==> config.mk <==
export PLATFORM = sky130hd
export DESIGN_NAME = pellet_eater
export DESIGN_NICKNAME = d
export VERILOG_FILES = /design/src/rtl/pellet_eater.sv
export SDC_FILE = /design/constraint.sdc
export NUM_CORES = 1
export LEC_CHECK = 0
export ABC_AREA = 1
export CORE_MARGIN = 10
export CORE_UTILIZATION = 45
export DETAILED_ROUTE_END_ITERATION = 6
export PLACE_DENSITY = 0.77
export SYNTH_ARGS = -nofsm -noshare
export SYNTH_HDL_FRONTEND = slang
export SYNTH_SLANG_ARGS = --single-unit
==> constraint.sdc <==
create_clock -name vga_pix_clk -period 3.63 [get_ports vga_pix_clk]
set_input_delay 0.726 -clock vga_pix_clk [delete_from_list [all_inputs] [get_ports vga_pix_clk]]
set_output_delay 0.726 -clock vga_pix_clk [all_outputs]
set_load 0.005 [all_outputs]
==> src/rtl/pellet_eater.sv <==
// pellet_eater: per-frame tile eater that clears pellets from the maze map and keeps score, pellet count and power timer.
module pellet_eater #(
  parameter int PELLET_COUNT = 244,
  parameter int POWER_FRAMES = 360
) (
  input  logic        vga_pix_clk,
  input  logic        rst,
  input  logic        frame_stb,
  input  logic [8:0]  x_pac,
  input  logic [8:0]  y_pac,
  output logic [10:0] map_rd_addr,
  input  logic [3:0]  map_rd_data,
  output logic        map_we,
  output logic [10:0] map_wr_addr,
  output logic [3:0]  map_wr_data,
  output logic [15:0] score,
  output logic [8:0]  pellets_left,
  output logic        power_active,
  output logic [8:0]  power_frames,
  output logic        eat_pellet,
  output logic        eat_power,
  output logic        level_done
);
  typedef enum logic [1:0] {IDLE, RD, CHK, WR} state_t;
  state_t state, state_n;
  logic [10:0] addr_q;
  logic take, edible;
  assign take = frame_stb && x_pac[2:0] == 3'd0 && y_pac[2:0] == 3'd0 && !x_pac[8] && y_pac[8:3] <= 6'd35;
  assign edible = map_rd_data == 4'b1001 || map_rd_data == 4'b1010;
  assign map_rd_addr = addr_q;
  assign power_active = power_frames != 9'd0;
  // Adds to the tens digit with per-digit carry; an overflow past the thousands digit saturates.
  function automatic logic [15:0] bcd_add(input logic [15:0] s, input logic [3:0] inc);
    logic [4:0] d1, d2, d3;
    logic c1, c2;
    d1 = {1'b0, s[7:4]} + {1'b0, inc};
    c1 = d1 > 5'd9;
    d1 = c1 ? d1 - 5'd10 : d1;
    d2 = {1'b0, s[11:8]} + {4'd0, c1};
    c2 = d2 > 5'd9;
    d2 = c2 ? d2 - 5'd10 : d2;
    d3 = {1'b0, s[15:12]} + {4'd0, c2};
    return d3 > 5'd9 ? 16'h9999 : {d3[3:0], d2[3:0], d1[3:0], s[3:0]};
  endfunction
  always_ff @(posedge vga_pix_clk) begin
    if (rst) state <= IDLE;
    else state <= state_n;
  end
  always_comb begin
    state_n = state;
    state_n = state == IDLE ? (take ? RD : IDLE) :
              state == RD ? CHK :
              (state == CHK && edible) ? WR : IDLE;
  end
  always_ff @(posedge vga_pix_clk) begin
    if (rst) begin
      addr_q       <= 11'd0;
      map_we       <= 1'b0;
      map_wr_addr  <= 11'd0;
      map_wr_data  <= 4'd0;
      eat_pellet   <= 1'b0;
      eat_power    <= 1'b0;
      score        <= 16'h0000;
      pellets_left <= PELLET_COUNT[8:0];
      power_frames <= 9'd0;
      level_done   <= 1'b0;
    end else begin
      if (state == IDLE && take) addr_q <= {y_pac[8:3], x_pac[7:3]};
      map_we     <= state == CHK && edible;
      eat_pellet <= state == CHK && map_rd_data == 4'b1001;
      eat_power  <= state == CHK && map_rd_data == 4'b1010;
      if (state == CHK && edible) begin
        map_wr_addr <= addr_q;
        map_wr_data <= 4'b1000;
      end
      // eat_power is only high in WR, so it doubles as the eaten-kind flag there.
      if (state == WR) begin
        score        <= bcd_add(score, eat_power ? 4'd5 : 4'd1);
        pellets_left <= pellets_left == 9'd0 ? 9'd0 : pellets_left - 9'd1;
        if (pellets_left == 9'd1) level_done <= 1'b1;
      end
      power_frames <= (state == WR && eat_power) ? POWER_FRAMES[8:0] :
                      (frame_stb && power_frames != 9'd0) ? power_frames - 9'd1 : power_frames;
    end
  end
endmodule

==> impl_metrics.csv, run 1 <==
group,metric,value,unit
clock_tree,clock-root-buffer,"clkbuf_8",
yosys,ys_warn_count,0,
yosys,synth_top_family_by_area,"simple AND/OR/NAND/NOR gates",
floorplanning,chipWidth,100.7,um
layout,fin_cells,578,
yosys,synth_compound_area_share,11.09,%
global_routing,grt_max_degree,27,
layout,antennaDiodeCount,0,
power_and_ir_drop,p_sw,0.0005722,W
route,vias_per_cell,4.981,
floorplanning,die_h,100.7,um
clock_tree,cts_tree,"yes",
layout,fin_nets,534,
yosys,synth-edff-count,0,
clock_tree,htree_levels,3,
yosys,syn-instance-count,406,
route,wire_per_inst,13.99,um
layout,fin_util,65.58,%
status,outcome,"complete, no violations",
timing,fmax,284.1,MHz
power_and_ir_drop,p_per_area,475.1,nW/um2
yosys,synth-simple-area-share,29.78,%
power_and_ir_drop,p_int,0.001406,W
setup_path,crit_type,"flip-flop to flip-flop",
yosys,syn_area,2933,um2
yosys,synthAdderAreaFrac,5.546,%
yosys,synth_top_area_share,40.96,%
setup_path,critPathLaunchType,"flip-flop",
global_routing,grt_pass1_vias,2747,
layout,seq_area,1206,um2
timing,final.setup_skew,5.437,ps
timing,slew_headroom,47.16,%
layout,multiInputGateArea,1543,um2
layout,fill_cells,546,
power_and_ir_drop,pwr-share-clk,35.2,%
setup_path,path_max_fanout,6,
power_and_ir_drop,switching_share,28.93,%
layout,drive_above_1_share,13.17,%
yosys,synth_area_leaders,"dfxtp_1, nor2_1, nand2_1",
setup_path,endpoint_kind,"flip-flop",
timing,drv_slew,0,
setup_path,worstPathRequired,3900,ps
place,port_buffers,84,
global_routing,grt_use_total,15.38,%
floorplanning,rows,29,
route,drc,0,
yosys,synth.avg_cell_area,7.224,um2
yosys,synth_top_cell_by_area,"dfxtp_1",
place,dp.cells,557,
route,antenna_left,0,
clock_tree,path_clk_slew,70,ps
yosys,muxShareOfSynthArea,0,%
global_routing,grt_pass1_wl,12910,um
yosys,ys_ff_latch,60,
power_and_ir_drop,combinationalPowerShare,26.6,%
route,wl,8088,um
floorplanning,ioPinCount,90,
timing,totalNegativeSetupSlack,0,ps
global_routing,overflow,0,
yosys,yosys.cell_types.count,33,
place,dp_hpwl,5887,um
worst_hold_path,hp-class,"flip-flop to flip-flop",
floorplanning,initial_core_util,46.19,%
floorplanning,die-area,10150,um2
timing,finalHoldViolCount,0,
yosys,synth_xor_area_share,2.645,%
setup_path,cp.arrival,3790,ps
layout,syn2layout_area_growth,41.98,%
clock_tree,cts_hold_repair.buffers,0,
place,gp_congestion,0.8291,
yosys,yosysSeqAreaShare,40.96,%
timing,setup_viol,0,
clock_tree,clock_latency,330,ps
yosys,synthArstFlopShare,0,%
route,firstDrtPassIters,4,
clock_tree,clock-sinks,60,
power_and_ir_drop,ir_drop,0.5449,mV
power_and_ir_drop,p_seq_share,38.2,%
clock_tree,cts_buffers,9,
power_and_ir_drop,p_leak,1.780,nW
run,drv_cap,0,
yosys,synth_top_flop_cell,"dfxtp_1",
route,dr.first_iter.drc_count,114,
global_routing,antenna_found_initial,0,
timing,fin_crit,3519,ps
clock_tree,clockBufferDepth,2,
timing,period_share,96.95,%
timing,tightest_slew,788.3,ps
floorplanning,core-area,6350,um2
route,vias,2879,
cell usage in the layout, fill, tap and decap left out, drive strengths merged, types with 4 or more instances in the layout:
master | netlist | final
clkdlybuf4s50 | 0 | 84
nor2 | 83 | 83
nand2 | 67 | 67
dfxtp | 60 | 60
inv | 48 | 48
o21ai | 37 | 37
nand3 | 25 | 25
a21oi | 22 | 22
ha | 13 | 13
clkbuf | 5 | 12
nor3 | 9 | 9
buf | 12 | 8
nand4 | 7 | 7
conb | 1 | 5
xor2 | 4 | 4
xnor2 | 4 | 4
final timing paths:
| kind | start | slack, ps | depth (start not counted) | to |
|---|---|---|---|---|
| worst min-delay path | level_done | 480 | 2 | level_done |
| worst min register to register | level_done | 480 | 2 | level_done |
| worst max-delay path | score[4] | 110 | 23 | score[14] |
| worst max register to register | score[4] | 110 | 23 | score[14] |
worst max-delay path, stage by stage (launching register included):
cell	delay [ps]
dfxtp_2	360
inv_1	80
ha_1	340
inv_2	80
ha_1	150
inv_1	60
a21oi_1	110
a21oi_1	50
nand2_1	100
nand2_2	90
ha_4	180
ha_2	200
xnor2_2	190
nand2_1	90
nand2_2	120
nand2_4	80
ha_4	170
ha_2	190
xnor2_2	170
nand2_1	100
nand2_2	100
nand3_4	110
or2_1	230
a21oi_1	110
metrics by stage:
step | worst slack (ps) | total power, W | cell area (um2) | hold slack (ps)
floorplan | 258.8 | 0.001117 | 2948 | 465.0
global placement | 127.2 | 0.001287 | 3799 | 459.8
detailed placement | -176.7 | 0.001305 | 3799 | 464.9
CTS | 5.587 | 0.002003 | 4074 | 481.9
global route | -105.3 | 0.002099 | 4164 | 498.0
finish | 110.6 | 0.001978 | 4164 | 475.1
cell usage after synthesis, types with 2 or more instances:
cell,number
o21ai_1,13
nor3b_2,2
nand4_1,6
nor2_2,3
a21oi_1,22
nor2_1,79
inv_2,5
a211oi_1,2
xnor2_1,3
xor2_1,4
nand2_1,62
ha_1,13
clkbuf_1,5
o21ai_0,24
buf_2,3
dfxtp_1,60
inv_1,43
buf_6,2
nand2_2,5
buf_4,7
nand3_1,24
nor3_1,8
layer usage:
layer  GRT usage [%]  routed length [um]  vias up
met2           26.29                3975       88
met5               0                   0        -
met4           4.457                 114        0
met3           6.722                 698       16
li1                -                   -     1473
met1           16.77                3300     1302
sequential cells by signal, indices dropped and copies added, names as in the netlist:
register,cells
level_done,1
map_rd_addr,11
eat_pellet,1
power_frames,9
map_wr_addr,11
score,13
state,2
map_we,1
map_wr_data,1
eat_power,1
pellets_left,9
repair_timing:
action	4_1_cts	5_1_grt
gates resized for setup	9	17
pin swaps	3	5
setup endpoints to repair	13	13
setup buffers	2	3
cells by family (layout without fill, tap and decap cells):
group                    Yosys count  in the layout
AND/OR/NAND/NOR                  196            196
buffers and inverters             65            156
AO/OA/AOI/OAI                     63             63
flip-flops                        60             60
adder cells (fa/ha/maj)           13             13
XOR/XNOR                           8              8
other                              1              5
power groups by stage:
| stage | sequential [W] | clock [W] | combinational, W |
|---|---|---|---|
| 6_report | 0.000756 | 0.000697 | 0.000526 |
| 5_1_grt | 0.000764 | 0.000740 | 0.000595 |
| 4_1_cts | 0.000758 | 0.000711 | 0.000535 |
| 3_5_place_dp | 0.000772 | 0 | 0.000533 |
| 3_3_place_gp | 0.000772 | 0 | 0.000515 |
| 2_1_floorplan | 0.000764 | 0 | 0.000353 |
final cells by class:
cell class | count | share of cell area [%]
Sequential cell | 60 | 28.97
Multi-Input combinational cell | 285 | 37.05
Timing Repair Buffer | 92 | 21.63
Clock buffer | 12 | 3.966
Inverter | 48 | 4.387
Clock inverter | 4 | 1.683
Tap cell | 77 | 2.314
(Power assumes the default switching activity.)
==> inputs of run 2 (changes only) <==
--- a/config.mk
+++ b/config.mk
@@ -7,9 +7,9 @@
 export LEC_CHECK = 0
 export ABC_AREA = 1
 export CORE_MARGIN = 10
-export CORE_UTILIZATION = 45
+export CORE_UTILIZATION = 47
 export DETAILED_ROUTE_END_ITERATION = 6
-export PLACE_DENSITY = 0.77
+export PLACE_DENSITY_LB_ADDON = 0.12
 export SYNTH_ARGS = -nofsm -noshare
 export SYNTH_HDL_FRONTEND = slang
 export SYNTH_SLANG_ARGS = --single-unit
==> impl_metrics.csv, run 2 (synthesis gave the netlist of run 1 again) <==
group,metric,value,unit
timing,period_share,94.93,%
layout,syn2layout_area_growth,40.49,%
layout,final_cell_mix,"clkdlybuf4s50_1, nor2_1, nand2_1, dfxtp_1, inv_1",
timing,setup_ws,183.9,ps
worst_hold_path,hp-class,"flip-flop to flip-flop",
setup_path,path_max_fanout,6,
place,place_ws,-146.9,ps
layout,fill_cells,498,
layout,fin_util,68.78,%
floorplanning,die-area,9800,um2
place,dp.cells,555,
clock_tree,clock_latency,330,ps
global_routing,grt_pass1_vias,2707,
route,routed.top_layer,"met4",
route,vias,2851,
global_routing,grt_use_total,15.42,%
floorplanning,core-area,5991,um2
clock_tree,path_clk_slew,70,ps
timing,setup_viol,0,
floorplanning,die_h,99.00,um
floorplanning,chipWidth,99.00,um
place,dp_hpwl,5663,um
route,dr.first_iter.drc_count,88,
setup_path,cp.arrival,3710,ps
floorplanning,initial_core_util,48.96,%
floorplanning,rows,28,
timing,drv_slew,0,
route,wl_met2,3829,um
timing,tightest_slew,794.7,ps
layout,antennaDiodeCount,0,
route,wire_per_inst,13.66,um
global_routing,grt_max_degree,35,
timing,slew_headroom,46.73,%
place,port_buffers,84,
route,firstDrtPassIters,4,
route,wl,7866,um
setup_path,endpoint_kind,"flip-flop",
layout,fin_nets,534,
global_routing,overflow,0,
layout,seq_area,1206,um2
layout,top_register,"score",
setup_path,worstPathRequired,3890,ps
floorplanning,ioPinCount,90,
run,drv_cap,0,
layout,drive_above_1_share,12.57,%
timing,fin_crit,3446,ps
clock_tree,clock-sinks,60,
clock_tree,cts_buffers,9,
power_and_ir_drop,p_per_area,453.8,nW/um2
clock_tree,clockBufferDepth,2,
timing,whs,491.3,ps
layout,multiInputGateArea,1543,um2
status,outcome,"complete, no violations",
route,drc,0,
clock_tree,cts_tree,"yes",
place,gp_congestion,0.8315,
clock_tree,clock-root-buffer,"clkbuf_8",
timing,totalNegativeSetupSlack,0,ps
global_routing,antenna_found_initial,0,
route,vias_per_cell,4.950,
layout,fin_cells,576,
setup_path,critPathLaunchType,"flip-flop",
power_and_ir_drop,ir_drop,0.3693,mV
clock_tree,cts_hold_repair.buffers,0,
timing,finalHoldViolCount,0,
timing,final.setup_skew,5.978,ps
route,antenna_left,0,
route,wl_met1,3234,um
layout,final_common_cell,"clkdlybuf4s50_1",
timing,fmax,290.2,MHz
power_and_ir_drop,p_leak,1.757,nW
route,wl_met3,692,um
layout,largest_reg_flops,13,
setup_path,crit_type,"flip-flop to flip-flop",
global_routing,grt_pass1_wl,12550,um
clock_tree,htree_levels,3,
run 2: final timing paths:
kind / start / endpoint / slack, ps / cells past startpoint
setup reg to reg: score[6] / score[14] / 180 / 23
hold reg to reg: map_wr_data[3] / map_wr_data[3] / 490 / 2
setup / recovery: score[6] / score[14] / 180 / 23
hold / removal: map_wr_data[3] / map_wr_data[3] / 490 / 2
run 2: critical path, stage by stage (launching register included):
cell and delay [ps]:
dfxtp_2 340, ha_4 280, inv_1 40, nand2_1 70, nand2_2 70, ha_1 210, a21oi_1 150, a21oi_1 60
nand2_1 110, nand2_2 110, ha_4 190, ha_4 160, xnor2_2 170, nand2_1 90, nand2_2 100, nand2_2 70
ha_2 200, ha_2 190, xnor2_2 140, nand2_1 90, nand2_2 90, nand3_4 100, or2_1 230, a21oi_1 120
run 2: where the power goes:
part           internal (W)  switching, W  total [W]
Combinational      0.000262      0.000259   0.000521
Sequential         0.000703     0.0000534   0.000756
Clock              0.000335      0.000257   0.000592
run 2: final cells by class:
| type | instances | area share [%] |
|---|---|---|
| sequential | 60 | 29.27 |
| clock inverter | 4 | 1.184 |
| multi-input combinational | 285 | 37.44 |
| timing repair buffer | 92 | 21.86 |
| inverter | 48 | 4.434 |
| tap | 75 | 2.278 |
| clock buffer | 12 | 3.523 |
run 2: metal layers:
metal	vias up	global-route usage [%]
met3	12	6.983
met2	86	25.95
met1	1276	16.43
met4	0	6.174
met5	-	0
li1	1477	-
run 2: timing repair:
action	4_1_cts	5_1_grt
resized for setup	8	15
pin swaps	3	5
setup endpoints to repair	12	13
setup buffers	2	3
run 2: through the flow:
stage	power (W)	instance area, um2
2_1_floorplan	0.001117	2948
3_3_place_gp	0.001287	3796
3_5_place_dp	0.001298	3796
4_1_cts	0.001892	4023
5_1_grt	0.001986	4120
6_report	0.001870	4120
==> RTL edit (config.mk and constraints of run 2) <==
Register the inputs `frame_stb`, `x_pac`, `y_pac` and `map_rd_data` before use. The logic sees them one clock later.
--- a/src/rtl/pellet_eater.sv
+++ b/src/rtl/pellet_eater.sv
@@ -23,9 +23,22 @@
 );
   typedef enum logic [1:0] {IDLE, RD, CHK, WR} state_t;
+
+  logic frame_stb_q;
+  logic [8:0] x_pac_q;
+  logic [8:0] y_pac_q;
+  logic [3:0] map_rd_data_q;
+
+  always_ff @(posedge vga_pix_clk) begin
+    frame_stb_q   <= frame_stb;
+    x_pac_q       <= x_pac;
+    y_pac_q       <= y_pac;
+    map_rd_data_q <= map_rd_data;
+  end
+
   state_t state, state_n;
   logic [10:0] addr_q;
   logic take, edible;
-  assign take = frame_stb && x_pac[2:0] == 3'd0 && y_pac[2:0] == 3'd0 && !x_pac[8] && y_pac[8:3] <= 6'd35;
-  assign edible = map_rd_data == 4'b1001 || map_rd_data == 4'b1010;
+  assign take = frame_stb_q && x_pac_q[2:0] == 3'd0 && y_pac_q[2:0] == 3'd0 && !x_pac_q[8] && y_pac_q[8:3] <= 6'd35;
+  assign edible = map_rd_data_q == 4'b1001 || map_rd_data_q == 4'b1010;
   assign map_rd_addr = addr_q;
   assign power_active = power_frames != 9'd0;
@@ -66,8 +79,8 @@
       level_done   <= 1'b0;
     end else begin
-      if (state == IDLE && take) addr_q <= {y_pac[8:3], x_pac[7:3]};
+      if (state == IDLE && take) addr_q <= {y_pac_q[8:3], x_pac_q[7:3]};
       map_we     <= state == CHK && edible;
-      eat_pellet <= state == CHK && map_rd_data == 4'b1001;
-      eat_power  <= state == CHK && map_rd_data == 4'b1010;
+      eat_pellet <= state == CHK && map_rd_data_q == 4'b1001;
+      eat_power  <= state == CHK && map_rd_data_q == 4'b1010;
       if (state == CHK && edible) begin
         map_wr_addr <= addr_q;
@@ -81,5 +94,5 @@
       end
       power_frames <= (state == WR && eat_power) ? POWER_FRAMES[8:0] :
-                      (frame_stb && power_frames != 9'd0) ? power_frames - 9'd1 : power_frames;
+                      (frame_stb_q && power_frames != 9'd0) ? power_frames - 9'd1 : power_frames;
     end
   end
Function: changed (Yosys sat finds a counterexample within 4 cycles, from zero or initial values and one cycle with rst high).
==> RTL edit against run 2 <==
Area after synthesis grew 15%; wire length grew 7.6%; via count is 3.3% higher; sequential share of layout area up 6.6 points; sequential cell count up 23; clock skew up 0.0070 ns; count of clock-buffer cells in the layout down 2; synthesized cell count grew 3.4%; power is 9.1% higher; setup slack worse by 0.044 ns; clock power up 13%; sequential power up 30%; cell area is 13% higher; first-iteration DRC count decreased by 5.7%.
==> RTL edit: results (changes against run 2) <==
- The worst hold margin is 0.451 ns (was 0.491 ns).
- The endpoint of the most critical setup path is score[9] (was score[14]).
- The headroom to the max-slew limit is 0.496 (was 0.467).
- The first-pass GRT wire length came to 13800 microns (was 12600 microns).
- The count of cell types in the netlist was 37 (was 33).
- The sequential element share of the synthesized area is 0.491 (was 0.410).
- The sequential group power was 982 uW (was 756 uW).
- The internal power summed over all cells came to 1.46 mW (was 1.30 mW).
- The worst ir drop on vdd is 0.000348 V (was 0.000369 V).
- The overall global routing resource usage is 0.150 (was 0.154).
- The placed instance count is 589 (was 555).
- Run status: complete, no violations (unchanged).
- The count of filler cells inserted in the layout is 598 (was 498).
- The proportion of total power due to net switching is 0.282 (was 0.305).
- The net count reported at finish was 547 (was 534).
- The global routing met3 resource utilization is 0.0762 (was 0.0698).
- The final cell count without fillers is 610 (was 576).
- The weighted congestion at the end of routability-driven global placement is 0.826 (was 0.832).
- The area share of the largest cell type after synthesis was 0.491 (was 0.410).
- The number of global-route vias before repair was 2882 (was 2707).
- The pin count of the biggest net entering global routing was 26 (was 35).
- The total length of routed met2 wires is 3950 microns (was 3830 microns).
- The static leakage is 1.95 nW (was 1.76 nW).
- The average instance area after synthesis came to 8.06 sq um (was 7.22 sq um).
- The fraction of final layout cells with drive strength greater than 1 is 0.140 (was 0.126).
- The estimated wirelength of the detail-placed design is 6030 microns (was 5660 microns).
- Ranking of synthesized cells by area: sky130_fd_sc_hd__dfxtp_1 (49%), sky130_fd_sc_hd__nor2_1 (8.3%), sky130_fd_sc_hd__nand2_1 (6.9%) (was sky130_fd_sc_hd__dfxtp_1 (41%), sky130_fd_sc_hd__nor2_1 (10%), sky130_fd_sc_hd__nand2_1 (7.9%)).
- Post-synth top cells: sky130_fd_sc_hd__dfxtp_1 (83), sky130_fd_sc_hd__nor2_1 (75), sky130_fd_sc_hd__nand2_1 (62), sky130_fd_sc_hd__inv_1 (39), sky130_fd_sc_hd__a21oi_1 (25) (was sky130_fd_sc_hd__nor2_1 (79), sky130_fd_sc_hd__nand2_1 (62), sky130_fd_sc_hd__dfxtp_1 (60), sky130_fd_sc_hd__inv_1 (43)).
- The wire length the detailed router placed on met1 came to 3550 microns (was 3230 microns).
- The start point of the worst hold path was level_done (was map_wr_data[3]).
- The depth of the worst register-to-register path was 25 (was 23).
- The routed length per placed instance is 13.9 microns (was 13.7 microns).
- The worst setup slack after layout is 0.140 ns (was 0.184 ns).
- The clock latency reported for the late side of the worst-skew pair is 0.35 ns (was 0.33 ns).
- The arrival time reported for the critical path endpoint came to 3.76 ns (was 3.71 ns).
- The sink of the worst hold path is level_done (was map_wr_data[3]).
- The cell area reported after detailed placement came to 4270 sq um (was 3800 sq um).
- The via density per instance is 4.83 (was 4.95).
- The part of the total power dissipated in combinational logic is 0.191 (was 0.279).
[RTL edit: cell types whose count changed in the layout (fill, tap and decap cells not counted), sizes merged, moves of 3 or more]
cell,run 2,this run
nand3,25,21
nor2,83,79
a21oi,22,26
nor3,9,6
clkinv,3,0
dfxtp,60,83
xor2,4,8
[RTL edit: area by class of cell]
class,instances,share of cell area
clock buffer,10,0.0274
clock inverter,6,0.0153
inverter,45,0.0379
multi-input combinational,278,0.341
sequential,83,0.358
tap,96,0.0258
timing repair buffer,92,0.194
[RTL edit: logic make-up after synthesis]
family | share of synthesized area
and+or+nand+nor | 0.238
xor gates and xnor gates | 0.0333
other | 0.00111
buffers and inverters | 0.0832
AOI/OAI and AO/OA | 0.105
adders and majority gates | 0.0481
DFF | 0.491
[RTL edit: what timing repair did]
action,4_1_cts,5_1_grt
setup buffers,0,5
setup endpoints to repair,13,13
gates resized for setup,13,21
pin swaps,1,12
